<file path="config.mk">
export PLATFORM = sky130hd
export DESIGN_NAME = hash_receiver
export DESIGN_NICKNAME = d
export VERILOG_FILES = /design/src/rtl/hash_link_pkg.sv /design/src/rtl/hash_byte_assembler.sv /design/src/rtl/hash_receiver.sv
export SDC_FILE = /design/constraint.sdc
export NUM_CORES = 1
export LEC_CHECK = 0
export BUFFER_PORTS_ARGS = -buffer_cell sky130_fd_sc_hd__buf_2
export CAP_MARGIN = 20
export CORE_ASPECT_RATIO = 1.2
export CORE_UTILIZATION = 59
export DETAILED_ROUTE_END_ITERATION = 12
export PLACE_DENSITY = 0.91
export REMOVE_ABC_BUFFERS = 1
export SYNTH_ARGS = -nofsm -noshare
export SYNTH_HDL_FRONTEND = slang
export SYNTH_SLANG_ARGS = --single-unit
</file>
<file path="constraint.sdc">
create_clock -name Clock -period 4.85 [get_ports Clock]
set_clock_uncertainty 0.05 [all_clocks]
set_input_delay 0.485 -clock Clock [delete_from_list [all_inputs] [get_ports Clock]]
set_output_delay 0.485 -clock Clock [all_outputs]
set_load 0.01 [all_outputs]
</file>
<file path="src/rtl/hash_link_pkg.sv">
// Shared definitions for the hash link: frame geometry and receiver state encoding.
// Also used on the transmitter side, so keep encodings stable.
package hash_link_pkg;

   localparam int HASH_BYTES = 8;
   localparam int HASH_W     = 8 * HASH_BYTES;

   localparam logic [1:0] ST_IDLE  = 2'd0;
   localparam logic [1:0] ST_ARMED = 2'd1;
   localparam logic [1:0] ST_RECV  = 2'd2;
   localparam logic [1:0] ST_TAIL  = 2'd3;

   typedef enum logic [1:0] {
      IDLE  = ST_IDLE,
      ARMED = ST_ARMED,
      RECV  = ST_RECV,
      TAIL  = ST_TAIL
   } link_state_t;

endpackage

</file>
<file path="src/rtl/hash_byte_assembler.sv">
// Shift register and byte counter that build a hash word, LSB byte first.
// The counter wraps to zero after the final byte so a new frame starts clean.
module hash_byte_assembler #(
   parameter int NUM_BYTES = 8
) (
   input  logic                   clk,
   input  logic                   rst,
   input  logic                   shift_en,
   input  logic                   clear,
   input  logic [7:0]             data,
   output logic [8*NUM_BYTES-1:0] word,
   output logic                   last_byte
);

   localparam int W     = 8 * NUM_BYTES;
   localparam int CNT_W = (NUM_BYTES > 1) ? $clog2(NUM_BYTES) : 1;

   logic [W-1:0]     shreg;
   logic [CNT_W-1:0] cnt;

   assign word      = shreg;
   assign last_byte = (cnt == CNT_W'(NUM_BYTES - 1));

   always_ff @(posedge clk) begin
      if (rst) begin
         shreg <= '0;
         cnt   <= '0;
      end else if (shift_en) begin
         // New byte enters at the top, so byte i ends in bits [8i+7:8i].
         shreg <= {data, shreg[W-1:8]};
         cnt   <= last_byte ? '0 : cnt + 1'b1;
      end else if (clear) begin
         cnt   <= '0;
      end
   end

endmodule

</file>
<file path="src/rtl/hash_receiver.sv">
// Receive-side partner of the string checker: arms on z2, captures hash bytes while z1 is high,
// publishes completed hashes, flags key matches, counts good frames and reports malformed ones.
module hash_receiver
   import hash_link_pkg::*;
#(
   parameter int                      NUM_BYTES = HASH_BYTES,
   parameter logic [8*NUM_BYTES-1:0]  KEY       = '0,
   parameter int                      COUNT_W   = 8
) (
   input  logic                   Clock,
   input  logic                   Reset,
   input  logic [7:0]             hashData,
   input  logic                   z1,
   input  logic                   z2,
   output logic [8*NUM_BYTES-1:0] hashWord,
   output logic                   hashReady,
   output logic                   matchFound,
   output logic                   frameError,
   output logic [COUNT_W-1:0]     wordCount,
   output logic [1:0]             fsm_state
);

   localparam int W = 8 * NUM_BYTES;

   link_state_t  state;
   logic         shift_en;
   logic         clear;
   logic         last_byte;
   logic [W-1:0] asm_word;
   logic [W-1:0] assembled;

   assign fsm_state = state;
   assign shift_en  = z1 && ((state == ARMED) || (state == RECV));
   assign clear     = (state == IDLE) || (state == TAIL) || ((state == RECV) && !z1);
   // Complete word including the byte being captured on this edge.
   assign assembled = {hashData, asm_word[W-1:8]};

   hash_byte_assembler #(
      .NUM_BYTES (NUM_BYTES)
   ) u_assembler (
      .clk       (Clock),
      .rst       (Reset),
      .shift_en  (shift_en),
      .clear     (clear),
      .data      (hashData),
      .word      (asm_word),
      .last_byte (last_byte)
   );

   always_ff @(posedge Clock) begin
      if (Reset) begin
         state      <= IDLE;
         hashWord   <= '0;
         hashReady  <= 1'b0;
         matchFound <= 1'b0;
         frameError <= 1'b0;
         wordCount  <= '0;
      end else begin
         hashReady  <= 1'b0;
         matchFound <= 1'b0;
         frameError <= 1'b0;
         case (state)
            IDLE: begin
               // Transmit without a preceding alert is an orphan, even if z2 is also high.
               if (z1) begin
                  frameError <= 1'b1;
                  state      <= TAIL;
               end else if (z2) begin
                  state <= ARMED;
               end
            end
            ARMED: begin
               if (z1) state <= RECV;
            end
            RECV: begin
               if (z1) begin
                  if (last_byte) begin
                     hashWord   <= assembled;
                     hashReady  <= 1'b1;
                     matchFound <= (assembled == KEY);
                     if (wordCount != '1) wordCount <= wordCount + 1'b1;
                     state      <= TAIL;
                  end
               end else begin
                  frameError <= 1'b1;
                  state      <= IDLE;
               end
            end
            TAIL: begin
               if (!z1) state <= IDLE;
            end
            default: state <= IDLE;
         endcase
      end
   end

endmodule

</file>
==> qor.csv <==
metric;value;unit
setup_viol_count_final;0;
antenna_cells;0;
synth-seq-cells;136;
synth_warnings;0;
met3_usage;7.13;%
stdcell_area;0.00607;sq mm
p_leak;2.35;nW
rows;36;
die_w;86.3;microns
grt_start_max_net_pins;86;
slowest_delay;0.61;ns
io_pins;89;
cts_hold_buffers;0;
syn_avg_cell_area;7.94;sq um
min_path_type;in2reg;
antenna_found_initial;0;
start_util;61.4;%
gp_congestion;0.796;
hpwl;7.51;mm
drtIter0Drc;429;
grt_pass1_vias;4130;
ctsResizeCount;0;
clock_latency;0.53;ns
num_vias;4585;
ys_seq_area_share;54.1;%
run_status;finished clean;
critPathRequiredTime;5.17;ns
netlist_area;0.00503;sq mm
die_h;103;microns
finalWirelength;12.0;mm
first_pass_iters;5;
synth-edff-count;0;
met1_usage;31.8;%
crit_fanout;36;
finalCriticalPeriod;2.39;ns
clockRootBuffer;clkbuf_8;
hold_slack;0.164;ns
area_delta_synth_final;20.6;%
grt_busiest_layer;met2;
mostFrequentLayoutCells;nand2_1 (245), dfxtp_1 (136), a21oi_1 (125);
multi_input_area;0.00212;sq mm
final_hold_viol_count;0;
placed_area;0.00546;sq mm
clockBufferDepth;2;
powerDensity;436;mW/mm^2
peakVddDrop;431;uV
clock-sinks;136;
grt_util_met2;46.7;%
cts_tree;built;
worstPathCellList;inv_1 > ha_1 > nand3_2 > buf_4 > nand2_1 > a21oi_1;
slew-limit-headroom;30.3;%
path_class;reg2reg;
fmax;419;MHz
worstPathArrival;2.71;ns
drc;0;
endpoint_kind;flip-flop;
ctsHtreeMaxLevel;4;
crit_path_top_delay_cell;nand3_2;
layout.nets;721;
seqCellArea;0.00272;sq mm
drive_gt1_share;17.8;%
period_share;49.2;%
postCtsSetupRepairBufs;0;
clk_pin_slew;0.06;ns
grtUsageTotal;27.4;%
rsz0062_at_grt;false;
die-area;0.00890;sq mm
async_reset_ff_share;0;%
critPathLaunchType;flip-flop;
synthFlopType;dfxtp_1;
portBuffers;88;
ys_types;30;
grt-ovfl-total;0;
route.detailed.vias_per_inst;5.55;
fillers;620;
drv_cap;0;
wl_per_cell;14.5;microns
synthCells;634;
postRouteAntennaNets;0;
final_common_cell;nand2_1;
cts_made_buffers;17;
finalSetupTns;0;ns
core_area;0.00820;sq mm
tightest_slew;1.04;ns
grt_pass1_wl;18.8;mm
drv_slew;0;
## worst max-delay path, delay by kind of cell (launching register included)
| kind | cells | cell delay [ns] |
|---|---|---|
| compound gates | 1 | 0.08 |
| fa+ha+maj | 1 | 0.32 |
| simple gates | 2 | 0.75 |
| buf+inv | 2 | 0.64 |
| flops | 1 | 0.35 |
## final timing paths
| path | startpoint | end | slack [ns] | cells after the start |
|---|---|---|---|---|
| worst max register to register | fsm_state[0] | hashWord[54] | 2.46 | 6 |
| worst min register to register | hashWord[23] | hashWord[23] | 0.40 | 2 |
| worst min-delay path | hashData[7] | hashWord[63] | 0.16 | 3 |
| worst max-delay path | fsm_state[0] | hashWord[54] | 2.46 | 6 |
## cell usage after synthesis (all sizes together), types with 3 or more instances
library cell,instances,area (sq um)
xor2,3,26.3
buf,24,113
mux2i,4,40.0
nand2,246,923
nand4,4,25.0
nor4,18,119
nor3b,3,22.5
nand3,4,25.0
a21oi,125,626
dfxtp,136,2720
inv,3,11.3
nor3,3,15.0
nor2,17,63.8
ha,8,100
clkbuf,19,71.3
## metrics by stage
stage	cells	util (%)	power [W]	setup slack, ns
6_report	826	74.0	0.00265	2.46
5_1_grt	826	74.0	0.00271	2.28
4_1_cts	826	74.0	0.00264	2.50
3_5_place_dp	796	66.6	0.00135	2.50
3_3_place_gp	796	66.6	0.00134	2.64
2_1_floorplan	591	-	0.00128	2.14
## power breakdown
group / total [W] / internal, W / leakage [nW] / switching (W)
Clock: 0.00132 / 0.000864 / 0.306 / 0.000454
Sequential: 0.00116 / 0.00114 / 1.10 / 0.0000198
Combinational: 0.000172 / 0.0000417 / 0.948 / 0.000130
## sequential cells by signal, summed over array words and instances (netlist names)
signal,flops
hashWord,64
fsm_state,2
frameError,1
hashReady,1
u_assembler.word,56
wordCount,8
matchFound,1
u_assembler.cnt,3
## routing by layer
metal | wire length (microns) | share of wire (%) | vias to the layer above
li1 | - | - | 2222
met1 | 4650 | 39 | 2132
met2 | 6230 | 52 | 193
met3 | 761 | 6.4 | 38
met4 | 334 | 2.8 | 0
met5 | 0 | 0 | -
## logic make-up (layout without fill, tap and decap cells)
logic type	Yosys count	count (layout)	synth area share, %
flops	136	136	54.1
fa+ha+maj	8	8	1.99
xor+xnor	3	3	0.522
compound gates	134	134	13.9
buf+inv	46	124	3.88
mux	4	4	0.796
simple gates	303	303	24.8
## area by class of cell
| type | instances | area share [%] |
|---|---|---|
| sequential | 136 | 44.9 |
| tap | 114 | 2.35 |
| multi-input combinational | 452 | 34.9 |
| clock inverter | 10 | 2.48 |
| timing repair buffer | 91 | 7.67 |
| inverter | 3 | 0.186 |
| clock buffer | 20 | 7.51 |
Power figures use the tool's default switching activity.
